### config.mk
export PLATFORM = sky130hd
export DESIGN_NAME = slice_scheduler
export DESIGN_NICKNAME = d
export VERILOG_FILES = /design/src/rtl/slice_sched_pkg.sv /design/src/rtl/slice_scheduler_hall_edge_sync.sv /design/src/rtl/slice_scheduler.sv
export SDC_FILE = /design/constraint.sdc
export NUM_CORES = 1
export LEC_CHECK = 0
export ABC_AREA = 1
export ABC_CLOCK_PERIOD_IN_PS = 9000
export CAP_MARGIN = 0
export CORE_MARGIN = 10
export CORE_UTILIZATION = 42
export DETAILED_ROUTE_END_ITERATION = 16
export GPL_TIMING_DRIVEN = 0
export HOLD_SLACK_MARGIN = 0.05
export SYNTH_ARGS = -nofsm -noshare
export SYNTH_HDL_FRONTEND = slang
export SYNTH_HIERARCHICAL = 1
export SYNTH_SLANG_ARGS = --single-unit
### constraint.sdc
create_clock -name clk_33 -period 9 [get_ports clk_33]
set_clock_uncertainty 0.1 [all_clocks]
set_input_delay 1.35 -clock clk_33 [delete_from_list [all_inputs] [get_ports clk_33]]
set_output_delay 1.35 -clock clk_33 [all_outputs]
set_load 0.1 [all_outputs]
### src/rtl/slice_sched_pkg.sv
// Shared types and constants for the slice scheduler.
// Holds the FSM state encoding, the driver frame length and a slice-index width helper.
package slice_sched_pkg;

  typedef enum logic [1:0] {
    IDLE    = 2'd0,
    MEASURE = 2'd1,
    RUN     = 2'd2
  } state_e;

  // One LED driver frame per slice; the shortest revolution we accept
  // gives every slice at least one full frame.
  localparam int SLICE_FRAME_CYCLES = 512;

  // Width of a slice index, at least one bit.
  function automatic int idWidth(input int nbSlices);
    return (nbSlices > 1) ? $clog2(nbSlices) : 1;
  endfunction

endpackage

### src/rtl/slice_scheduler_hall_edge_sync.sv
// Hall sensor front end: brings the asynchronous hall_in into the clock
// domain with a two-flop synchroniser, then flags its rising edge as a
// one-cycle hall_edge_o pulse.
module hall_edge_sync (
  input  logic clk_i,
  input  logic rst_i,
  input  logic hall_i,
  output logic hall_edge_o
);

  logic sync1_q;
  logic sync2_q;
  logic prev_q;
  logic edge_q;

  // Synchronise the sensor and register a pulse on every 0->1 transition.
  always_ff @(posedge clk_i) begin
    if (rst_i) begin
      sync1_q <= 1'b0;
      sync2_q <= 1'b0;
      prev_q  <= 1'b0;
      edge_q  <= 1'b0;
    end else begin
      sync1_q <= hall_i;
      sync2_q <= sync1_q;
      prev_q  <= sync2_q;
      edge_q  <= sync2_q & ~prev_q;
    end
  end

  assign hall_edge_o = edge_q;

endmodule

### src/rtl/slice_scheduler.sv
// Slice scheduler: measures the revolution period from the hall sensor and
// cuts each revolution into NB_SLICES slices using a Bresenham accumulator,
// so no divider is needed. Emits a one-cycle slice_sync at the start of each
// slice together with the slice index.
// Optional feature: define SLICE_OFFSET_EN to add the slice_offset input,
// which rotates the reported slice_id by a constant number of slices.
module slice_scheduler
  import slice_sched_pkg::*;
#(
  parameter  int NB_SLICES  = 128,
  parameter  int PERIOD_W   = 24,
  parameter  int MIN_PERIOD = NB_SLICES * SLICE_FRAME_CYCLES,
  localparam int ID_W       = idWidth(NB_SLICES)
) (
  input  logic                clk_33,
  input  logic                rst,
  input  logic                hall_in,
`ifdef SLICE_OFFSET_EN
  input  logic [ID_W-1:0]     slice_offset,
`endif
  output logic                slice_sync,
  output logic [ID_W-1:0]     slice_id,
  output logic                locked,
  output logic [PERIOD_W-1:0] period,
  output logic                err_fast
);

  localparam int                  ACC_W   = PERIOD_W + 1;
  localparam logic [PERIOD_W-1:0] CNT_MAX = '1;
  localparam logic [PERIOD_W-1:0] MIN_P   = PERIOD_W'(MIN_PERIOD);
  localparam logic [ACC_W-1:0]    STEP    = ACC_W'(NB_SLICES);
  localparam logic [ID_W-1:0]     LAST_ID = ID_W'(NB_SLICES - 1);

  logic hallEdge;

  state_e              state_q, state_d;
  logic [PERIOD_W-1:0] cnt_q, cnt_d;
  logic [ACC_W-1:0]    acc_q, acc_d;
  logic [ID_W-1:0]     id_q, id_d;
  logic                sync_q, sync_d;
  logic                locked_q, locked_d;
  logic [PERIOD_W-1:0] period_q, period_d;
  logic                errFast_q, errFast_d;

  logic                cntSat;
  logic [PERIOD_W-1:0] cntInc;
  logic [ACC_W-1:0]    accSum;
  logic                advance;
  logic                edgeValid;

  hall_edge_sync uHallSync (
    .clk_i       (clk_33),
    .rst_i       (rst),
    .hall_i      (hall_in),
    .hall_edge_o (hallEdge)
  );

  // cntInc is the cycle count including the current cycle, so an edge
  // arriving N cycles after the previous one measures a period of exactly N.
  assign cntSat    = (cnt_q == CNT_MAX);
  assign cntInc    = cntSat ? cnt_q : cnt_q + 1'b1;
  assign accSum    = acc_q + STEP;
  assign advance   = (accSum >= {1'b0, period_q});
  assign edgeValid = hallEdge && (cntInc >= MIN_P);

  // Next-state logic: revolution measurement, lock tracking and slice stepping.
  always_comb begin
    state_d   = state_q;
    cnt_d     = cntInc;
    acc_d     = acc_q;
    id_d      = id_q;
    sync_d    = 1'b0;
    locked_d  = locked_q;
    period_d  = period_q;
    errFast_d = errFast_q;
    case (state_q)
      IDLE: begin
        locked_d = 1'b0;
        if (hallEdge) begin
          state_d = MEASURE;
          cnt_d   = '0;
        end
      end
      MEASURE: begin
        if (hallEdge) begin
          cnt_d = '0;
          if (edgeValid) begin
            state_d  = RUN;
            locked_d = 1'b1;
            period_d = cntInc;
            acc_d    = '0;
            id_d     = '0;
            sync_d   = 1'b1;
          end else begin
            errFast_d = 1'b1;
          end
        end else if (cntSat) begin
          state_d = IDLE;
        end
      end
      RUN: begin
        if (edgeValid) begin
          // A fresh revolution always restarts at slice 0, even if the
          // accumulator wanted to advance in the same cycle.
          period_d = cntInc;
          cnt_d    = '0;
          acc_d    = '0;
          id_d     = '0;
          sync_d   = 1'b1;
        end else begin
          // A too-early edge is treated as noise: flagged, otherwise ignored.
          if (hallEdge) begin
            errFast_d = 1'b1;
          end
          if (cntSat) begin
            state_d  = IDLE;
            locked_d = 1'b0;
            id_d     = '0;
            acc_d    = '0;
          end else if (advance) begin
            // On the last slice the rotor is slower than the last measurement;
            // wait there for the next hall edge instead of wrapping.
            if (id_q != LAST_ID) begin
              acc_d  = accSum - {1'b0, period_q};
              id_d   = id_q + 1'b1;
              sync_d = 1'b1;
            end
          end else begin
            acc_d = accSum;
          end
        end
      end
      default: begin
        state_d  = IDLE;
        locked_d = 1'b0;
      end
    endcase
  end

  // State and output registers.
  always_ff @(posedge clk_33) begin
    if (rst) begin
      state_q   <= IDLE;
      cnt_q     <= '0;
      acc_q     <= '0;
      id_q      <= '0;
      sync_q    <= 1'b0;
      locked_q  <= 1'b0;
      period_q  <= '0;
      errFast_q <= 1'b0;
    end else begin
      state_q   <= state_d;
      cnt_q     <= cnt_d;
      acc_q     <= acc_d;
      id_q      <= id_d;
      sync_q    <= sync_d;
      locked_q  <= locked_d;
      period_q  <= period_d;
      errFast_q <= errFast_d;
    end
  end

  assign slice_sync = sync_q;
  assign locked     = locked_q;
  assign period     = period_q;
  assign err_fast   = errFast_q;

`ifdef SLICE_OFFSET_EN
  localparam int               ID_W1 = ID_W + 1;
  localparam logic [ID_W1-1:0] NB_W  = ID_W1'(NB_SLICES);

  logic [ID_W1-1:0] offRed;
  logic [ID_W1-1:0] idSum;
  logic [ID_W-1:0]  idOut_q;

  // Rotate the next slice index by the offset, modulo NB_SLICES, without a divider.
  always_comb begin
    offRed = {1'b0, slice_offset};
    if (offRed >= NB_W) begin
      offRed = offRed - NB_W;
    end
    idSum = {1'b0, id_d} + offRed;
    if (idSum >= NB_W) begin
      idSum = idSum - NB_W;
    end
  end

  // Register the rotated index alongside the internal one so it moves with slice_sync.
  always_ff @(posedge clk_33) begin
    if (rst) begin
      idOut_q <= '0;
    end else begin
      idOut_q <= idSum[ID_W-1:0];
    end
  end

  assign slice_id = idOut_q;
`else
  assign slice_id = id_q;
`endif

endmodule
==> results of run 1 <==
==> layer usage <==
layer  GRT usage  part of all wire  vias up
met4     0.06064             0.020        0
li1            -                 -     3392
met2      0.2800              0.42      146
met1      0.2654              0.51     2931
met5           0                 0        -
met3     0.02821             0.054       28
==> state kept, by name, indices dropped and copies added, names as in the netlist, 2 cells and up <==
signal    flops
cnt_q        24
period       24
acc_q        25
slice_id      7
state_q       2
==> Yosys cell counts (2+ instances only) <==
cell	n	area, µm²
sky130_fd_sc_hd__nor2_4	4	45.04
sky130_fd_sc_hd__dfxtp_1	89	1782
sky130_fd_sc_hd__buf_2	12	60.06
sky130_fd_sc_hd__and2_1	2	12.51
sky130_fd_sc_hd__xnor2_1	19	166.4
sky130_fd_sc_hd__a31oi_1	2	12.51
sky130_fd_sc_hd__o21ai_0	43	215.2
sky130_fd_sc_hd__nand4_1	25	156.4
sky130_fd_sc_hd__nand3_1	61	305.3
sky130_fd_sc_hd__inv_2	2	7.510
sky130_fd_sc_hd__nand3b_1	8	60.06
sky130_fd_sc_hd__nor3_1	11	55.05
sky130_fd_sc_hd__a21oi_2	2	17.52
sky130_fd_sc_hd__o21ai_1	7	35.03
sky130_fd_sc_hd__xor2_1	32	280.3
sky130_fd_sc_hd__nor3_2	2	20.02
sky130_fd_sc_hd__inv_1	132	495.5
sky130_fd_sc_hd__buf_4	5	37.54
sky130_fd_sc_hd__a21oi_1	62	310.3
sky130_fd_sc_hd__buf_1	2	7.510
sky130_fd_sc_hd__nand2_4	2	22.52
sky130_fd_sc_hd__o2111ai_1	2	17.52
sky130_fd_sc_hd__nor2_2	4	25.02
sky130_fd_sc_hd__ha_1	31	387.9
sky130_fd_sc_hd__nand2_1	265	994.7
sky130_fd_sc_hd__nor2_1	179	671.9
sky130_fd_sc_hd__nand2_2	7	43.79
sky130_fd_sc_hd__nand3_2	2	20.02
sky130_fd_sc_hd__clkbuf_1	10	37.54
sky130_fd_sc_hd__buf_6	2	22.52
sky130_fd_sc_hd__o21bai_1	6	45.04
==> layout make-up <==
cell class / count / area [µm²] / area share
sequential: 89 / 1782 / 0.2410
timing repair buffer: 36 / 360.3 / 0.04874
buffer: 31 / 165.2 / 0.02234
clock buffer: 11 / 252.7 / 0.03419
inverter: 136 / 513.0 / 0.06939
multi-input combinational: 785 / 4034 / 0.5456
clock inverter: 4 / 51.30 / 0.006939
tap: 188 / 235.2 / 0.03182
==> metrics by stage <==
step,std cells,setup WS [ns],util
6_report,1280,4.888,0.4863
5_1_grt,1280,4.386,0.4863
4_1_cts,1280,4.912,0.4863
3_5_place_dp,1265,4.943,0.4663
3_3_place_gp,1265,4.923,0.4663
2_1_floorplan,1041,5.713,-
==> cell families (layout without fill, tap and decap cells) <==
kind of cell / after synthesis / in the layout / share of synthesized area
adders and majority gates: 32 / 32 / 0.06281
xor gates and xnor gates: 51 / 51 / 0.06879
and+or+nand+nor: 574 / 574 / 0.3809
DFF: 89 / 89 / 0.2744
AOI/OAI and AO/OA: 128 / 128 / 0.1087
buffers and inverters: 167 / 218 / 0.1044
==> power by group through the flow <==
stage               Clock, mW  Sequential (mW)  Combinational, mW
floorplan                   0            0.424             0.0865
global placement            0            0.418              0.124
detailed placement          0            0.419              0.124
CTS                     0.402            0.410              0.124
global route            0.413            0.410              0.141
finish                  0.393            0.410              0.125
==> how the worst max path moves through the flow <==
stage / from / to / slack, ns / depth (start not counted)
3_5_place_dp: acc_q[7]$_SDFFE_PP0P_ / acc_q[3]$_SDFFE_PP0P_ / 4.94 / 22
5_1_grt: acc_q[7]$_SDFFE_PP0P_ / acc_q[4]$_SDFFE_PP0P_ / 4.39 / 22
3_3_place_gp: acc_q[7]$_SDFFE_PP0P_ / acc_q[3]$_SDFFE_PP0P_ / 4.92 / 22
6_report: acc_q[7]$_SDFFE_PP0P_ / acc_q[3]$_SDFFE_PP0P_ / 4.89 / 23
4_1_cts: acc_q[7]$_SDFFE_PP0P_ / acc_q[3]$_SDFFE_PP0P_ / 4.91 / 22
2_1_floorplan: acc_q[7]$_SDFFE_PP0P_ / slice_id[4]$_SDFFE_PP0P_ / 5.71 / 23
==> impl_metrics.xml, run 1 <==
<?xml version="1.0" encoding="UTF-8"?>
<metrics>
  <group name="outcome">
    <metric name="run_status" unit="">complete, no violations</metric>
  </group>
  <group name="pwr">
    <metric name="sw_power" unit="µW">253.7</metric>
    <metric name="power.share.switching" unit="">0.2735</metric>
    <metric name="ir_worst_vdd" unit="mV">0.08620</metric>
    <metric name="power.total" unit="µW">927.7</metric>
    <metric name="pwr_density_cell" unit="mW/mm²">125.5</metric>
    <metric name="combinationalPowerShare" unit="">0.135</metric>
    <metric name="leakage" unit="nW">3.333</metric>
    <metric name="intPower" unit="µW">674.0</metric>
    <metric name="seqPwrFrac" unit="">0.441</metric>
    <metric name="p_clk_frac" unit="">0.424</metric>
  </group>
  <group name="timing">
    <metric name="number_of_pins_with_negative_max_slew_slack_in_the_final_report" unit="">0</metric>
    <metric name="shortest_period_the_worst_path_allows" unit="ns">4.112</metric>
    <metric name="setup_viol" unit="">0</metric>
    <metric name="final.period_utilization" unit="">0.4569</metric>
    <metric name="max-slew-margin-rel" unit="">0.3367</metric>
    <metric name="max_slew.worst_pin.slew" unit="ns">0.9918</metric>
    <metric name="fmaxAchievable" unit="MHz">243.2</metric>
    <metric name="rsz0062_at_grt" unit="">no</metric>
    <metric name="final.hold.worst_slack" unit="ns">0.2968</metric>
    <metric name="setup_tns" unit="ns">0</metric>
    <metric name="hold_viol" unit="">0</metric>
  </group>
  <group name="clock_tree">
    <metric name="cts-buffers-inserted" unit="">9</metric>
    <metric name="hold_buffers" unit="">0</metric>
    <metric name="clock_latency_late_sink" unit="ns">0.35</metric>
    <metric name="worst_setup_hold_path_clk_slew" unit="ns">0.07</metric>
    <metric name="cts.htree.levels" unit="">3</metric>
    <metric name="numClockSinks" unit="">89</metric>
    <metric name="cts_tree" unit="">built</metric>
    <metric name="clock_tree.root_cell" unit="">sky130_fd_sc_hd__clkbuf_16</metric>
    <metric name="count_of_cells_resized_by_post_cts_repair" unit="">0</metric>
    <metric name="postCtsSetupRepairBufs" unit="">0</metric>
    <metric name="cts_max_path_buffers" unit="">2</metric>
  </group>
  <group name="drt">
    <metric name="drt_pass1_iterations" unit="">5</metric>
    <metric name="route.antenna.remaining_nets" unit="">0</metric>
    <metric name="vias" unit="">6497</metric>
    <metric name="postRouteWirelength" unit="µm">18930</metric>
    <metric name="vias_per_cell" unit="">5.076</metric>
    <metric name="initialDrtViolationCount" unit="">442</metric>
    <metric name="drc_viols" unit="">0</metric>
    <metric name="drt-wirelength-per-cell" unit="µm">14.79</metric>
  </group>
  <group name="finish">
    <metric name="most_common_cell_after_layout_fill_and_taps_aside" unit="">sky130_fd_sc_hd__nand2_1</metric>
    <metric name="area_growth" unit="%">13.85</metric>
    <metric name="final_cell_mix" unit="">sky130_fd_sc_hd__nand2_1, sky130_fd_sc_hd__nor2_1, sky130_fd_sc_hd__inv_1, sky130_fd_sc_hd__dfxtp_1, sky130_fd_sc_hd__a21oi_1</metric>
    <metric name="diodes" unit="">0</metric>
    <metric name="fraction_of_final_layout_cells_with_drive_strength_greater_than_1" unit="">0.05952</metric>
    <metric name="final_net_count" unit="">1123</metric>
    <metric name="layout.filler_cells" unit="">1650</metric>
    <metric name="post_layout_inst_area" unit="mm²">0.007393</metric>
  </group>
  <group name="die">
    <metric name="pin_count" unit="">37</metric>
    <metric name="fp.coreArea" unit="mm²">0.01520</metric>
    <metric name="die_height" unit="µm">144.3</metric>
    <metric name="initial_core_util" unit="">0.4272</metric>
    <metric name="dieWidth" unit="µm">144.3</metric>
    <metric name="num_rows" unit="">45</metric>
    <metric name="floorplan.die_area" unit="mm²">0.02084</metric>
  </group>
  <group name="place">
    <metric name="io_buffers" unit="">36</metric>
    <metric name="dpl_cell_area" unit="mm²">0.007089</metric>
    <metric name="place.detailed.hpwl" unit="µm">15380</metric>
    <metric name="routabilityCongestion" unit="">0.9391</metric>
  </group>
  <group name="synthesis">
    <metric name="synth.avg_cell_area" unit="µm²">6.238</metric>
    <metric name="synth.cell_area" unit="mm²">0.006494</metric>
    <metric name="ys_dominant_reg_cell" unit="">sky130_fd_sc_hd__dfxtp_1</metric>
    <metric name="ys_types" unit="">40</metric>
    <metric name="synthArstFlopShare" unit="">0</metric>
    <metric name="synth_enable_flop_cells" unit="">0</metric>
    <metric name="cell_count_after_synthesis" unit="">1041</metric>
    <metric name="yosysWarnings" unit="">6</metric>
    <metric name="number_of_synthesized_register_bits" unit="">89</metric>
    <metric name="synth.yosys.seq_area_share" unit="">0.2744</metric>
    <metric name="syn-num-nets" unit="">1076</metric>
  </group>
  <group name="worst_setup_path">
    <metric name="cp_data_arrival_time" unit="ns">4.25</metric>
    <metric name="cp.required" unit="ns">9.14</metric>
    <metric name="crit_path_start_kind" unit="">register</metric>
    <metric name="worst-r2r-cell-count" unit="">23</metric>
    <metric name="cp_num_buf_inv" unit="">4</metric>
    <metric name="setup.reg_to_reg.worst_slack" unit="ns">4.89</metric>
    <metric name="path_delay_family" unit="">simple AND/OR/NAND/NOR gates</metric>
    <metric name="worstPathCellList" unit="">ha_1 -&gt; nand3_1 -&gt; nor2_1 -&gt; nand3_1 -&gt; inv_1 -&gt; nand3_1 -&gt; o21ai_0 -&gt; inv_1 -&gt; ha_1 -&gt; nand2_1 -&gt; nor2_1 -&gt; nand2_1 -&gt; nor2_1 -&gt; nand2_1 -&gt; nand3_1 -&gt; nand2_1 -&gt; nand2_2 -&gt; inv_2 -&gt; o211ai_4 -&gt; buf_2 -&gt; nand3_1 -&gt; nand2_1 -&gt; nor2_1</metric>
    <metric name="cp_max_fo" unit="">10</metric>
    <metric name="critPathSlowestCell" unit="">sky130_fd_sc_hd__dfxtp_1</metric>
    <metric name="crit_path_max_incr_delay" unit="ns">0.44</metric>
    <metric name="regToRegEndpoint" unit="">acc_q[3]$_SDFFE_PP0P_</metric>
    <metric name="critical_path_class" unit="">reg2reg</metric>
    <metric name="regToRegStartpoint" unit="">acc_q[7]$_SDFFE_PP0P_</metric>
    <metric name="end_kind" unit="">register</metric>
  </group>
  <group name="global_route">
    <metric name="pin_count_of_the_biggest_net_entering_global_routing" unit="">15</metric>
    <metric name="grt_first_pass_wirelength" unit="µm">30520</metric>
    <metric name="number_of_antenna_violations_at_the_first_check_in_global_routing" unit="">0</metric>
    <metric name="vias_in_the_first_global_route" unit="">5975</metric>
    <metric name="gr-total-overflow" unit="">0</metric>
    <metric name="grtUsageTotal" unit="">0.1864</metric>
  </group>
  <group name="hold_path">
    <metric name="startpoint_of_the_lowest_slack_hold_path" unit="">uHallSync/prev_q$_SDFF_PP0_</metric>
    <metric name="hold-path-cell-count" unit="">1</metric>
    <metric name="hp-class" unit="">reg2reg</metric>
    <metric name="holdPathEnd" unit="">uHallSync/hall_edge_o$_SDFF_PP0_</metric>
  </group>
  <group name="job">
    <metric name="maxCapViolCount" unit="">0</metric>
  </group>
</metrics>
(Power assumes the default switching activity.)
==> run 2, diff against run 1 <==
Settings changed: ABC_CLOCK_PERIOD_IN_PS 9000 to 3850.
Clock period 9 ns to 3.85 ns, I/O delays scaled along.
==> run 2 against run 1 <==
Clock power grew 140%. Die area is the same. Combinational power grew 140%. Non-clock buffer count grew 7. Cell count grew 0.55%. Global-route usage is essentially flat. Register-to-register slack lost 4.6 ns. Critical endpoint is now acc_q[17]$_SDFFE_PP0P_. Design area grew 2.9%. Count of clock-buffer cells in the layout is the same. Maximum frequency grew 16%.
==> impl_metrics.xml, run 2 (synthesis results as in run 1) <==
<?xml version="1.0" encoding="UTF-8"?>
<metrics>
  <group name="outcome">
    <metric name="run_status" unit="">complete, no violations</metric>
  </group>
  <group name="hold_path">
    <metric name="hp-class" unit="">reg2reg</metric>
  </group>
  <group name="clock_tree">
    <metric name="clock_tree.root_cell" unit="">sky130_fd_sc_hd__clkbuf_16</metric>
    <metric name="cts_max_path_buffers" unit="">2</metric>
    <metric name="cts.htree.levels" unit="">3</metric>
    <metric name="cts_tree" unit="">built</metric>
    <metric name="cts-buffers-inserted" unit="">9</metric>
    <metric name="hold_buffers" unit="">0</metric>
    <metric name="worst_setup_hold_path_clk_slew" unit="ns">0.07</metric>
    <metric name="numClockSinks" unit="">89</metric>
    <metric name="clock_latency_late_sink" unit="ns">0.35</metric>
  </group>
  <group name="pwr">
    <metric name="sw_power" unit="µW">599.5</metric>
    <metric name="p_clk_frac" unit="">0.424</metric>
    <metric name="ir_worst_vdd" unit="mV">0.2030</metric>
    <metric name="intPower" unit="mW">1.578</metric>
    <metric name="power.total" unit="mW">2.178</metric>
    <metric name="pwr_density_cell" unit="mW/mm²">286.2</metric>
    <metric name="combinationalPowerShare" unit="">0.136</metric>
    <metric name="power.share.switching" unit="">0.2753</metric>
    <metric name="leakage" unit="nW">3.407</metric>
    <metric name="seqPwrFrac" unit="">0.439</metric>
  </group>
  <group name="global_route">
    <metric name="number_of_antenna_violations_at_the_first_check_in_global_routing" unit="">0</metric>
    <metric name="groute.layer.met3.usage" unit="">0.02821</metric>
    <metric name="grt_use_met2" unit="">0.2812</metric>
    <metric name="grt_util_met1" unit="">0.2654</metric>
    <metric name="grtUsageTotal" unit="">0.1867</metric>
    <metric name="pin_count_of_the_biggest_net_entering_global_routing" unit="">15</metric>
    <metric name="grt_first_pass_wirelength" unit="µm">30590</metric>
    <metric name="vias_in_the_first_global_route" unit="">5999</metric>
    <metric name="busiest_layer" unit="">met2</metric>
    <metric name="gr-total-overflow" unit="">0</metric>
  </group>
  <group name="die">
    <metric name="die_height" unit="µm">144.3</metric>
    <metric name="floorplan.die_area" unit="mm²">0.02084</metric>
    <metric name="initial_core_util" unit="">0.4272</metric>
    <metric name="dieWidth" unit="µm">144.3</metric>
    <metric name="fp.coreArea" unit="mm²">0.01520</metric>
    <metric name="pin_count" unit="">37</metric>
    <metric name="num_rows" unit="">45</metric>
  </group>
  <group name="place">
    <metric name="dpl_cell_area" unit="mm²">0.007089</metric>
    <metric name="io_buffers" unit="">36</metric>
    <metric name="pre_cts_slack" unit="ns">-0.2072</metric>
    <metric name="numPlacedInstances" unit="">1265</metric>
    <metric name="place.detailed.hpwl" unit="µm">15380</metric>
    <metric name="routabilityCongestion" unit="">0.9391</metric>
  </group>
  <group name="finish">
    <metric name="area_growth" unit="%">17.19</metric>
    <metric name="final_net_count" unit="">1130</metric>
    <metric name="largest_register_ffs" unit="">25</metric>
    <metric name="layoutNonFillerInstCount" unit="">1287</metric>
    <metric name="fraction_of_final_layout_cells_with_drive_strength_greater_than_1" unit="">0.08644</metric>
    <metric name="layout.filler_cells" unit="">1619</metric>
    <metric name="post_layout_inst_area" unit="mm²">0.007610</metric>
    <metric name="most_common_cell_after_layout_fill_and_taps_aside" unit="">sky130_fd_sc_hd__nand2_1</metric>
    <metric name="diodes" unit="">0</metric>
    <metric name="multi_input_area" unit="mm²">0.004165</metric>
    <metric name="final_cell_mix" unit="">sky130_fd_sc_hd__nand2_1, sky130_fd_sc_hd__nor2_1, sky130_fd_sc_hd__inv_1, sky130_fd_sc_hd__dfxtp_1, sky130_fd_sc_hd__a21oi_1</metric>
    <metric name="regArea" unit="mm²">0.001787</metric>
    <metric name="largest-register" unit="">acc_q</metric>
  </group>
  <group name="drt">
    <metric name="drt_pass1_iterations" unit="">5</metric>
    <metric name="vias" unit="">6508</metric>
    <metric name="postRouteWirelength" unit="µm">19330</metric>
    <metric name="drt-wirelength-per-cell" unit="µm">15.02</metric>
    <metric name="route.antenna.remaining_nets" unit="">0</metric>
    <metric name="drc_viols" unit="">0</metric>
    <metric name="initialDrtViolationCount" unit="">483</metric>
    <metric name="vias_per_cell" unit="">5.057</metric>
  </group>
  <group name="timing">
    <metric name="max-slew-margin-rel" unit="">0.3367</metric>
    <metric name="finalWorstSetupSlack" unit="ns">0.3114</metric>
    <metric name="max_slew.worst_pin.slew" unit="ns">0.9918</metric>
    <metric name="final.period_utilization" unit="">0.9191</metric>
    <metric name="setup_tns" unit="ns">0</metric>
    <metric name="hold_viol" unit="">0</metric>
    <metric name="rsz0062_at_grt" unit="">no</metric>
    <metric name="shortest_period_the_worst_path_allows" unit="ns">3.539</metric>
    <metric name="number_of_pins_with_negative_max_slew_slack_in_the_final_report" unit="">0</metric>
    <metric name="fmaxAchievable" unit="MHz">282.6</metric>
    <metric name="setup_viol" unit="">0</metric>
  </group>
  <group name="worst_setup_path">
    <metric name="crit_path_start_kind" unit="">register</metric>
    <metric name="critical_path_class" unit="">reg2reg</metric>
    <metric name="regToRegStartpoint" unit="">acc_q[7]$_SDFFE_PP0P_</metric>
    <metric name="setup.worst_path.start" unit="">acc_q[7]$_SDFFE_PP0P_</metric>
    <metric name="cp_max_fo" unit="">8</metric>
    <metric name="endpoint_of_the_worst_setup_timing_path" unit="">acc_q[17]$_SDFFE_PP0P_</metric>
    <metric name="worst-r2r-cell-count" unit="">22</metric>
    <metric name="cp.required" unit="ns">4.04</metric>
    <metric name="regToRegEndpoint" unit="">acc_q[17]$_SDFFE_PP0P_</metric>
    <metric name="end_kind" unit="">register</metric>
    <metric name="setup.reg_to_reg.worst_slack" unit="ns">0.31</metric>
    <metric name="cp_data_arrival_time" unit="ns">3.73</metric>
  </group>
  <group name="job">
    <metric name="maxCapViolCount" unit="">0</metric>
  </group>
</metrics>
[run 2: worst max-delay path, cell delays in order, from the launching register on]
cell and delay [ns]:
sky130_fd_sc_hd__dfxtp_4 0.38, sky130_fd_sc_hd__ha_2 0.20, sky130_fd_sc_hd__nand3_2 0.12, sky130_fd_sc_hd__nor2_4 0.15, sky130_fd_sc_hd__nand2_2 0.10, sky130_fd_sc_hd__nor3_4 0.24, sky130_fd_sc_hd__xor2_2 0.20, sky130_fd_sc_hd__inv_1 0.10
sky130_fd_sc_hd__ha_4 0.31, sky130_fd_sc_hd__nand2_1 0.07, sky130_fd_sc_hd__nor2_2 0.12, sky130_fd_sc_hd__nand2_1 0.08, sky130_fd_sc_hd__nor2_2 0.11, sky130_fd_sc_hd__nand2_1 0.07, sky130_fd_sc_hd__nand3_1 0.10, sky130_fd_sc_hd__nand2_2 0.09
sky130_fd_sc_hd__nand2_4 0.11, sky130_fd_sc_hd__buf_4 0.15, sky130_fd_sc_hd__nand3_4 0.15, sky130_fd_sc_hd__buf_8 0.20, sky130_fd_sc_hd__o21ai_1 0.14, sky130_fd_sc_hd__nor2_1 0.07, sky130_fd_sc_hd__nor2_1 0.11
[run 2: per-layer routing]
layer	share of wire	up-vias
li1	-	3412
met1	0.50	2896
met2	0.42	168
met3	0.066	32
met4	0.021	0
met5	0	-
[run 2: how the worst min path moves through the flow]
stage,start,endpoint,slack (ns),cells past startpoint
after floorplan,uHallSync/prev_q$_SDFF_PP0_,uHallSync/hall_edge_o$_SDFF_PP0_,0.28,1
final,uHallSync/prev_q$_SDFF_PP0_,uHallSync/hall_edge_o$_SDFF_PP0_,0.30,1
after detailed placement,uHallSync/prev_q$_SDFF_PP0_,uHallSync/hall_edge_o$_SDFF_PP0_,0.29,1
after CTS,uHallSync/prev_q$_SDFF_PP0_,uHallSync/hall_edge_o$_SDFF_PP0_,0.30,1
after global placement,uHallSync/prev_q$_SDFF_PP0_,uHallSync/hall_edge_o$_SDFF_PP0_,0.29,1
after global routing,uHallSync/prev_q$_SDFF_PP0_,uHallSync/hall_edge_o$_SDFF_PP0_,0.31,1
[run 2: repair_timing]
| action | 4_1_cts | 5_1_grt |
|---|---|---|
| pin swaps | 1 | 6 |
| resized for setup | 6 | 28 |
| gates cloned | 0 | 1 |
| setup buffers | 0 | 6 |
| endpoints found under the hold margin | 0 | 0 |
| endpoints found under the setup margin | 28 | 33 |
[run 2: layout make-up]
class,instances,area share
clock inverter,4,0.006741
tap,188,0.03091
clock buffer,11,0.03321
timing repair buffer,43,0.05656
buffer,31,0.02302
multi-input combinational,785,0.5474
inverter,136,0.06741
sequential,89,0.2348
[run 2: stage by stage]
stage	utilization	hold slack (ns)
6_report	0.5006	0.2988
2_1_floorplan	-	0.2823
3_3_place_gp	0.4663	0.2851
5_1_grt	0.5006	0.3121
3_5_place_dp	0.4663	0.2892
4_1_cts	0.4877	0.2989
[run 2: power by group through the flow]
stage,Combinational [mW],Clock (mW),Sequential [mW]
floorplan,0.202,0,0.991
global placement,0.289,0,0.978
detailed placement,0.289,0,0.978
CTS,0.291,0.939,0.957
global route,0.337,0.965,0.959
finish,0.297,0.924,0.957
==> run 3, diff against run 2 <==
Settings changed: CTS_CLUSTER_DIAMETER from default to 40.
==> results of run 3 <==
Same layout as run 2: the final DEF is identical, and so are final timing and power.
